### config.mk
export PLATFORM = sky130hd
export DESIGN_NAME = move_stepper
export DESIGN_NICKNAME = d
export VERILOG_FILES = /design/src/rtl/maze_pkg.sv /design/src/rtl/move_translator.sv /design/src/rtl/move_stepper.sv
export SDC_FILE = /design/constraint.sdc
export NUM_CORES = 1
export LEC_CHECK = 0
export CAP_MARGIN = 10
export CORE_MARGIN = 3
export CORE_UTILIZATION = 39
export CTS_CLUSTER_DIAMETER = 60
export DETAILED_ROUTE_END_ITERATION = 6
export SETUP_SLACK_MARGIN = 0.2
export SLEW_MARGIN = 20
export SYNTH_ARGS = -nofsm -noshare
export SYNTH_HDL_FRONTEND = slang
export SYNTH_HIERARCHICAL = 1
export SYNTH_SLANG_ARGS = --single-unit
### constraint.sdc
create_clock -name clk -period 4.2 [get_ports clk]
set_input_delay 0.42 -clock clk [delete_from_list [all_inputs] [get_ports clk]]
set_output_delay 0.42 -clock clk [all_outputs]
set_load 0.02 [all_outputs]
### src/rtl/maze_pkg.sv
// Shared definitions for the maze move stepper: grid limit, move opcodes,
// controller states and the map address packing helper.
package maze_pkg;

    localparam logic [3:0] GRID_MAX = 4'd15;

    typedef enum logic [1:0] {
        OP_UP    = 2'b00,
        OP_RIGHT = 2'b01,
        OP_LEFT  = 2'b10,
        OP_DOWN  = 2'b11
    } move_op_e;

    typedef enum logic [1:0] {
        ST_IDLE  = 2'd0,
        ST_READ  = 2'd1,
        ST_CHECK = 2'd2,
        ST_DONE  = 2'd3
    } state_e;

    // Map word address for a cell: row in the upper nibble, column in the lower.
    function automatic logic [7:0] map_addr(input logic [3:0] x, input logic [3:0] y);
        return {y, x};
    endfunction

endpackage

### src/rtl/move_translator.sv
// Candidate position for one move opcode, clamped to the grid with no
// wrap-around. Flags when the clamp leaves the position unchanged.
module move_translator
    import maze_pkg::*;
(
    input  logic [3:0] x,
    input  logic [3:0] y,
    input  logic [1:0] op,
    output logic [3:0] cand_x,
    output logic [3:0] cand_y,
    output logic       clamped
);

    // Step one cell in the requested direction unless already on that edge.
    always_comb begin
        cand_x = x;
        cand_y = y;
        case (op)
            OP_UP:    if (y != '0)       cand_y = y - 4'd1;
            OP_RIGHT: if (x != GRID_MAX) cand_x = x + 4'd1;
            OP_LEFT:  if (x != '0)       cand_x = x - 4'd1;
            OP_DOWN:  if (y != GRID_MAX) cand_y = y + 4'd1;
            default: begin
                cand_x = x;
                cand_y = y;
            end
        endcase
        clamped = (cand_x == x) && (cand_y == y);
    end

endmodule

### src/rtl/move_stepper.sv
// Maze walker: accepts move commands, checks the target cell against an
// external map with one-cycle read latency, and commits legal moves until
// the goal is reached or the move budget is spent.
module move_stepper
    import maze_pkg::*;
#(
    parameter logic [3:0] START_X   = 4'd0,
    parameter logic [3:0] START_Y   = 4'd0,
    parameter logic [3:0] GOAL_X    = 4'd15,
    parameter logic [3:0] GOAL_Y    = 4'd15,
    parameter logic [7:0] MAX_MOVES = 8'd255
)
(
    input  logic       clk,
    input  logic       rst,
    input  logic       cmd_valid,
    input  logic [1:0] cmd_op,
    output logic       cmd_ready,
    output logic       mem_rd_en,
    output logic [7:0] mem_addr,
    input  logic       mem_rd_data,
    output logic [3:0] pos_x,
    output logic [3:0] pos_y,
    output logic [7:0] move_count,
    output logic       edge_hit,
    output logic       wall_hit,
    output logic       done,
    output logic       goal_reached
);

    state_e     state;
    logic [3:0] cand_x;
    logic [3:0] cand_y;
    logic [3:0] next_x;
    logic [3:0] next_y;
    logic       clamped;
    logic       accept;
    logic [7:0] count_next;
    logic       at_goal;

    move_translator u_translator (
        .x       (pos_x),
        .y       (pos_y),
        .op      (cmd_op),
        .cand_x  (next_x),
        .cand_y  (next_y),
        .clamped (clamped)
    );

    assign cmd_ready  = (state == ST_IDLE);
    assign accept     = cmd_valid && cmd_ready;
    assign mem_rd_en  = (state == ST_READ);
    assign mem_addr   = (state == ST_READ) ? map_addr(cand_x, cand_y) : map_addr(pos_x, pos_y);
    assign done       = (state == ST_DONE);
    assign count_next = move_count + 8'd1;
    assign at_goal    = (cand_x == GOAL_X) && (cand_y == GOAL_Y);

    // Controller: accept, read the map cell, then commit or reject the move.
    always_ff @(posedge clk) begin
        if (rst) begin
            state        <= ST_IDLE;
            pos_x        <= START_X;
            pos_y        <= START_Y;
            cand_x       <= START_X;
            cand_y       <= START_Y;
            move_count   <= '0;
            edge_hit     <= 1'b0;
            wall_hit     <= 1'b0;
            goal_reached <= 1'b0;
        end else begin
            edge_hit <= 1'b0;
            wall_hit <= 1'b0;
            case (state)
                ST_IDLE: begin
                    if (accept) begin
                        if (clamped) begin
                            edge_hit <= 1'b1;
                        end else begin
                            cand_x <= next_x;
                            cand_y <= next_y;
                            state  <= ST_READ;
                        end
                    end
                end
                ST_READ: begin
                    state <= ST_CHECK;
                end
                ST_CHECK: begin
                    if (mem_rd_data) begin
                        wall_hit <= 1'b1;
                        state    <= ST_IDLE;
                    end else begin
                        pos_x      <= cand_x;
                        pos_y      <= cand_y;
                        move_count <= count_next;
                        if (at_goal || (count_next == MAX_MOVES)) begin
                            goal_reached <= at_goal;
                            state        <= ST_DONE;
                        end else begin
                            state <= ST_IDLE;
                        end
                    end
                end
                ST_DONE: begin
                    state <= ST_DONE;
                end
                default: begin
                    state <= ST_IDLE;
                end
            endcase
        end
    end

endmodule

=== Yosys cells after proc, flatten, opt, wreduce, memory -nomap -nowiden ===
Index checks and enable logic that the tools add are counted.

* Output and inout bits: 30
* Logic and storage cells: 62
* Bits in registers: 29
* Bits of input ports: 6

* Eq/ne operators: 15
* Reduce and logical (&&, ||, !) cells: 14
* Bitwise logic cells: 5
* Multiplexer cells: 14
* $add $sub $neg: 5

{| class="wikitable"
|+ Operator list
! kind !! count
|-
| 2-to-1 mux 4 bit || 4
|-
| one-hot mux 4 bit (2 select lines) || 2
|-
| adder 4 x 1 -> 4 bit (second input constant) || 2
|-
| adder 8 x 1 -> 8 bit (second input constant) || 1
|-
| equality test 2 bit (second input constant) || 4
|-
| equality test 4 bit || 2
|-
| equality test 4 bit (second input constant) || 2
|-
| equality test 8 bit (second input constant) || 1
|-
| 2-to-1 mux 2 bit || 4
|-
| 2-to-1 mux 8 bit || 1
|-
| != test 4 bit (second input constant) || 2
|-
| one-hot mux 2 bit (4 select lines) || 1
|-
| nonzero test 4 bit || 2
|-
| subtractor 4 x 1 -> 4 bit (second input constant) || 2
|-
| AND reduction 3 bit || 2
|-
| inverter 1 bit || 5
|-
| equality test 2 x 1 -> 1 bit (second input constant) || 2
|-
| logical NOT 2 bit || 2
|-
| AND reduction 2 bit || 2
|-
| logical AND 1 bit || 3
|-
| OR reduction 3 bit || 1
|-
| 2-to-1 mux 1 bit || 2
|-
| != test 2 x 1 -> 1 bit (second input constant) || 1
|-
| != test 2 bit (second input constant) || 1
|-
| 2 further kinds || 2
|}

=== Logic depth before layout (Yosys ltp) ===
Gate-level depths: netlist (run 1).

* Word-level depth: 8
* Depth in mapped cells: 13

=== By module ===
The synthesis (run 1) kept the hierarchy.

{| class="wikitable"
|+ Modules (own cells, without submodules)
! module !! area an instance (µm²) !! cells each !! times used
|-
| move_stepper || 1356.3 || 157 || 1
|-
| move_translator || 799.5 || 123 || 1
|}

=== Least setup slack after synthesis (run 1) ===
No wires, ideal clock.

* Kind: register to register
* From: register pos_y[0]
* To: register state[0]
* Period minus slack after synthesis: 2874 ps
* Library setup time: 131 ps
* Data arrival time: 2742 ps
* Stages on the path, launching flop included: 14
* Buffers on the path: 2
* Required time: 4069 ps
* Path slack: 1326 ps
* Cell sequence: dfxtp_1 buf_2 inv_1 ha_1 or3b_1 nand2_1 o311ai_0 nand4_1 a2111oi_2 or4b_1 buf_2 nand2_1 a211oi_1 a211oi_2

* Longest elaborated chain between the ends: 7

{| class="wikitable"
|+ Ends and longest elaborated chain
! element !! line !! text
|-
| start, declared || move_stepper.sv:23 || <nowiki>output logic [3:0] pos_y,</nowiki>
|-
| start signal, assigned || move_stepper.sv:94 || <nowiki>pos_y <= cand_y;</nowiki>
|-
| adder 4 x 1 -> 4 bit (tied with other cells) || move_translator.sv:22 || <nowiki>OP_DOWN: if (y != GRID_MAX) cand_y = y + 4'd1;</nowiki>
|-
| 2-to-1 mux 4 bit, on equally long branches || move_translator.sv:22, move_translator.sv:19 ||
|-
| one-hot mux 4 bit (2 select lines) || move_translator.sv:18 || <nowiki>case (op)</nowiki>
|-
| equality test 4 bit * || move_translator.sv:28 || <nowiki>clamped = (cand_x == x) && (cand_y == y);</nowiki>
|-
| logical AND 1 bit * || move_translator.sv:28 ||
|-
| via clamped || move_stepper.sv:36 || <nowiki>logic clamped;</nowiki>
|-
| != test 2 bit (no source line) * || n/a ||
|-
| AND reduction 2 bit (no source line) * || n/a ||
|-
| end signal, assigned || move_stepper.sv:61 || <nowiki>state <= ST_IDLE;</nowiki>
|-
| end signal, assigned || move_stepper.sv:81 || <nowiki>state <= ST_READ;</nowiki>
|-
| end signal, assigned || move_stepper.sv:86 || <nowiki>state <= ST_CHECK;</nowiki>
|-
| end, declared || move_stepper.sv:31 || <nowiki>state_e state;</nowiki>
|}

Mark *: on every way through the listed nets, which the timed path passes. The rest lies on a longest branch.
A chain may end at the register's enable or synchronous reset.

=== Final worst setup path (run 1) ===
* From: input cmd_op[0]
* To: register state[0]

* Longest elaborated chain between the ends: 6

{| class="wikitable"
|+ Ends and longest elaborated chain
! element !! line !! text
|-
| start, declared || move_stepper.sv:17 || <nowiki>input logic [1:0] cmd_op,</nowiki>
|-
| equality test 2 bit (tied with other cells) || move_translator.sv:18 ||
|-
| one-hot mux 4 bit (2 select lines) || move_translator.sv:18 ||
|-
| equality test 4 bit || move_translator.sv:28 ||
|-
| logical AND 1 bit * || move_translator.sv:28 ||
|-
| via clamped || move_stepper.sv:36 ||
|-
| != test 2 bit (no source line) * || n/a ||
|-
| AND reduction 2 bit (no source line) * || n/a ||
|}

Marks and branches as above.

==> run metrics, run 1 <==
status=completed; Port Buffers=35; Net Sw Power=between 0.0001 and 0.00015 W; Die Height=roughly 80 µm; Synth Instances=280; Max Cap Viol=0; CTS Buffer Depth=2; RSZ-0062 raised after global routing=no; Hold Vio Cnt, Final=0; post-synth cell types=60; CP Max Fanout=24; Register Area=~580 µm²; final setup vio count=0; #FFs+latches synth=29; Slew @ Worst Pin=0.699 ns; most frequent cells in the layout=56 x nand2_1, 34 x clkdlybuf4s50_1, 29 x dfxtp_1, 23 x a21oi_1, 19 x nor2_1; Total Wirelength=5290 µm; H-Tree Depth=2; switching share of power=about 26%; hold path startpoint=cand_y[2]; asr flop ratio synth=0%; global-route wire length before repair=approximately 9000 µm; hpwl dp=~3800 µm; antenna-violating nets left=0; Synthesis Warnings=6; final worst path period share=80.1%; clock latency on the worst-skew pair=0.28 ns; most common cell after layout, fill and taps aside=nand2_1; Placement Rows=26; pre-CTS WS=0.489 ns; Synth Flop Type=dfxtp_1; Slew Viols, Final=0; Required @ worst endpoint=4.40 ns; average wire per standard cell=14.1 µm; final setup TNS=0 ns; vias in the first global route=roughly 1800; Starting Density=between 40% and 50%; DR vias=2015; P per Cell Area=218 mW/mm²; Mean Syn Cell Area=7.70 µm²; Setup WS post-layout=0.837 ns; TritonCTS clock tree=yes; Core ar.=0.00524 mm²; post-synthesis sequential area ratio=26.9%; clock slew at reported path FFs=around 0.06 ns; Crit Path Class=input pin to flip-flop; Post-synth EDFFs=0; Fillers=526; largest net degree at the start of global routing=31; clock root buffer=clkbuf_8; worst rel slew slack=between 50% and 60%; Tot GR Track Use=17.1%; highest clock rate=297 MHz; TritonCTS buffer count=5; CTS Hold Bufs=0; GPL Wtd Cong=0.787; Multi-input gate area=0.00144 mm²; cts repair resizes=0; Synth Cell Area=0.00216 mm²; clock network fraction of design power=between 30 and 40%; num ports=36; Clock Skew=0.00552 ns; Internal Pwr Total=0.000418 W; VDD IR max=0.163 mV; Nets=321; initial antenna violation count=0; reg-to-reg startpoint=pos_y[0]; Leakage Power=0.936 nW; startpoint types=input pin; WHS=0.493 ns; n_diodes=0; area delta synth->final=20.2%; drt drc=0; Syn Nets=296; share of layout cells above drive strength 1=9.15%; initial DRC count=164; critical path endpoint category=flip-flop; sequential share of power=49.7%; fin crit period=3.36 ns; HP Class=flip-flop to flip-flop; die area=around 0.0065 mm²; Logic pwr share=~11%; critical path arrival=3.57 ns; Die X=80.4 µm; CTS Sinks=29; global route total overflow=0; Pre-antenna DRT Iters=6; # Post-CTS Setup Buffers=0; crit path from=cmd_op[0]; vias per cell=5.36
## sequential cells by signal (all words and copies together) (netlist names)
name          count
move_count        8
cand_x            4
cand_y            4
pos_x             4
pos_y             4
state             2
edge_hit          1
goal_reached      1
wall_hit          1
## layer usage
| layer | track usage, % | part of all wire [%] | vias to the layer above |
|---|---|---|---|
| met3 | 3.48 | 5.4 | 7 |
| met4 | 4.56 | 0.93 | 0 |
| met5 | 0 | 0 | - |
| li1 | - | - | 1052 |
| met2 | 25.3 | 44 | 48 |
| met1 | 24.8 | 50 | 908 |
## power groups by stage
stage	logic [W]	registers, W	clock network (W)
2_1_floorplan	0.0000482	0.000287	0
3_3_place_gp	0.0000643	0.000287	0
3_5_place_dp	0.0000650	0.000287	0
5_1_grt	0.0000724	0.000281	0.000239
4_1_cts	0.0000652	0.000281	0.000225
6_report	0.0000642	0.000281	0.000220
## layout make-up
class                      count  area share (%)
clock buffer                   6            2.80
timing repair buffer          36            13.6
multi-input combinational    219            55.4
sequential                    29            22.4
clock inverter                 2           0.386
tap                           70            3.38
inverter                      14            2.03
## cells in the mapped netlist (all sizes together) (2+ instances only)
cell,count,share of area (%)
and4b,2,0.93
nor4,2,0.58
inv,14,2.4
nand2,56,9.8
nand3,7,1.6
o21ai,9,2.1
o31a,2,0.81
nor3b,3,1.0
clkbuf,7,1.2
o21bai,2,0.70
or3b,2,0.81
dfxtp,29,27
mux2,11,5.9
nor3,8,3.1
buf,11,2.8
xor2,3,1.2
a21oi,23,5.3
a211oi,4,1.6
nor4b,5,2.6
xnor2,5,2.0
nor2b,4,1.2
a31oi,2,0.58
ha,10,5.8
a41oi,3,1.2
nor2,19,3.3
nand2b,5,1.5
a22oi,3,1.3
nand4,7,2.0
## path summary, 6_finish.rpt
check | endpoint | slack, ns | depth (start not counted)
max | state[0] | 0.84 | 12
min | pos_y[2] | 0.49 | 2
max reg2reg | state[0] | 1.04 | 11
min reg2reg | pos_y[2] | 0.49 | 2
## through the flow
stage	cells	power [W]	instance area (µm²)	util (%)
2_1_floorplan	280	0.000335	2160	-
3_3_place_gp	368	0.000352	2510	48.0
3_5_place_dp	368	0.000352	2510	48.0
4_1_cts	376	0.000572	2600	49.6
5_1_grt	376	0.000592	2590	49.5
6_report	376	0.000565	2590	49.5
## critical path, stage by stage
cell and delay, ns:
clkdlybuf4s50_1 0.51, inv_1 0.07, ha_1 0.70, nand2b_1 0.11
nor4_1 0.40, a211oi_1 0.08, nand4_1 0.15, a2111oi_2 0.07
or4b_1 0.64, nand2_1 0.14, nor2_1 0.06, a211oi_2 0.21
## logic make-up (layout without fill, tap and decap cells)
family / Yosys count / in the layout / share of synthesized area [%]
adders and majority gates: 10 / 10 / 5.80
buffers and inverters: 32 / 58 / 6.50
AOI/OAI and AO/OA: 61 / 61 / 19.3
and+or+nand+nor: 128 / 128 / 31.8
xor gates and xnor gates: 8 / 8 / 3.25
muxes: 12 / 12 / 6.38
DFF: 29 / 29 / 26.9
Note: power is estimated with default switching activity, not from simulation.
==> inputs of run 2 (changes only) <==
- clock period: 4.2 -> 2.9 ns (I/O delays scaled with it)
==> run metrics, run 2 (synthesis gave the netlist of run 1 again) <==
status=completed; num ports=36 (unchanged); placed instance count=392 (+6.5%); final setup vio count=0 (unchanged); n_diodes=0 (unchanged); TritonCTS buffer count=5 (unchanged); Die X=80.4 µm (unchanged); P per Cell Area=289 mW/mm² (+32%); WHS=0.480 ns (-0.0133 ns); critical path endpoint category=flip-flop; area delta synth->final=38.4%; Clock Skew=0.00445 ns (-0.00108 ns); Max Cap Viol=0 (unchanged); Net Sw Power=0.000229 W (+56%); Slew Viols, Final=0 (unchanged); global-route wire length before repair=9720 µm (+11%); Worst path slowest cell=or4b_4; Die Height=80.4 µm (unchanged); Setup WS post-layout=0.318 ns (-0.519 ns); CTS Sinks=29 (unchanged); H-Tree Depth=2 (unchanged); CTS Buffer Depth=2 (unchanged); Slew @ Worst Pin=0.843 ns (+0.144 ns); Placement Rows=26 (unchanged); DR vias=2175 (+7.9%); CTS Hold Bufs=0 (unchanged); fin crit period=2.58 ns; switching share of power=26.6% (+0.59 points); initial antenna violation count=0 (unchanged); antenna-violating nets left=0 (unchanged); Tot GR Track Use=19.1% (+2.0 points); cell repeated most along the worst path=nand2_1; average wire per standard cell=14.7 µm (+4.5%); clock network fraction of design power=36.9% (-2.0 points); vias per cell=5.38 (+0.46%); Port Buffers=35 (unchanged); VDD IR max=0.252 mV (+55%); Starting Density=41.2% (unchanged); RSZ-0062 raised after global routing=no; global route total overflow=0 (unchanged); Leakage Power=1.13 nW (+20%); Pre-antenna DRT Iters=4 (-2); Crit Path Class=flip-flop to flip-flop; Total Wirelength=5940 µm (+12%); final worst path period share=89.0%; initial DRC count=91 (-45%); startpoint types=flip-flop; Logic pwr share=16.2% (+4.8 points); CP Max Fanout=11 (-54%); Largest register FFs=8 (unchanged); worst rel slew slack=43.7% (-9.7 points); largest register by flop count=move_count; most frequent cells in the layout=55 x nand2_1, 33 x clkdlybuf4s50_1, 27 x buf_4, 23 x a21oi_1, 23 x dfxtp_1; GPL Wtd Cong=0.831 (+5.6%); Final Non-Filler Cells=404 (+7.4%); Core ar.=0.00524 mm² (unchanged); most common cell after layout, fill and taps aside=nand2_1; Required @ worst endpoint=3.10 ns (-1.30 ns); hpwl dp=4120 µm (+8.9%); Nets=349 (+8.7%); clock slew at reported path FFs=0.06 ns (about the same); Internal Pwr Total=0.000633 W (+51%); share of layout cells above drive strength 1=24.9% (+16 points); largest net degree at the start of global routing=20 (-35%); critical path arrival=2.78 ns (-0.79 ns); clock latency on the worst-skew pair=0.28 ns (about the same); highest clock rate=387 MHz; TritonCTS clock tree=yes; Hold Vio Cnt, Final=0 (unchanged); CP peak stage delay=0.54 ns (-0.16 ns); die area=0.00646 mm² (unchanged); HP Class=flip-flop to flip-flop; crit-path cells=inv_2 > ha_4 > buf_4 > nor3b_1 > o32ai_2 > nand2_1 > nor2_1 > a2111oi_4 > or4b_4 > nand2_1 > nor2_2 > a211oi_2; drt drc=0 (unchanged); sequential share of power=46.9% (-2.8 points); fin util=57.0% (+7.5 points); vias in the first global route=2006 (+13%); pre-CTS WS=-0.219 ns (-0.709 ns); clock root buffer=clkbuf_8
run 2: what timing repair did:
action                     CTS  global route
pin swaps                    0             9
setup buffers                0             4
resized for setup            7            31
setup endpoints to repair    9             9
run 2: path summary, 6_finish.rpt:
path | endpoint | cells after the start | from | slack (ns)
hold / removal | pos_x[1] | 2 | cand_x[1] | 0.48
setup / recovery | state[0] | 12 | pos_x[0] | 0.32
hold reg to reg | pos_x[1] | 2 | cand_x[1] | 0.48
setup reg to reg | state[0] | 12 | pos_x[0] | 0.32
run 2: critical path: cells and delay by family, from the launching register on:
family	cells	cell delay, ns
buffers and inverters	2	0.20
AND/OR/NAND/NOR	6	1.15
adder cells (fa/ha/maj)	1	0.16
flip-flops	1	0.42
AO/OA/AOI/OAI	3	0.55
run 2: power by group through the flow:
stage / Sequential (W) / Clock (W) / Combinational (W)
detailed placement: 0.000416 / 0 / 0.000121
global placement: 0.000416 / 0 / 0.000120
finish: 0.000404 / 0.000318 / 0.000140
CTS: 0.000407 / 0.000324 / 0.000130
global route: 0.000405 / 0.000338 / 0.000154
floorplan: 0.000415 / 0 / 0.0000738
run 2: final cells by class:
type                    count  area, µm²
multi-input cells         219       1580
repair buffers             64        581
inverters                  14       55.1
fillers                   480       2250
clock inverters             2       10.0
flip-flops and latches     29        596
clock buffers               6       72.6
well taps                  70       87.6
run 2: per-layer routing:
| layer | part of all wire [%] | track usage, % |
|---|---|---|
| met5 | 0 | 0 |
| met4 | 1.5 | 4.90 |
| met3 | 3.3 | 3.70 |
| met2 | 44 | 27.7 |
| met1 | 51 | 28.5 |
run 2: through the flow:
step	setup TNS, ns	total power [W]	cell area, µm²
2_1_floorplan	0	0.000489	2190
3_3_place_gp	-1.19	0.000536	2720
3_5_place_dp	-1.85	0.000537	2720
4_1_cts	0	0.000860	2850
5_1_grt	0	0.000896	2980
6_report	0	0.000861	2980
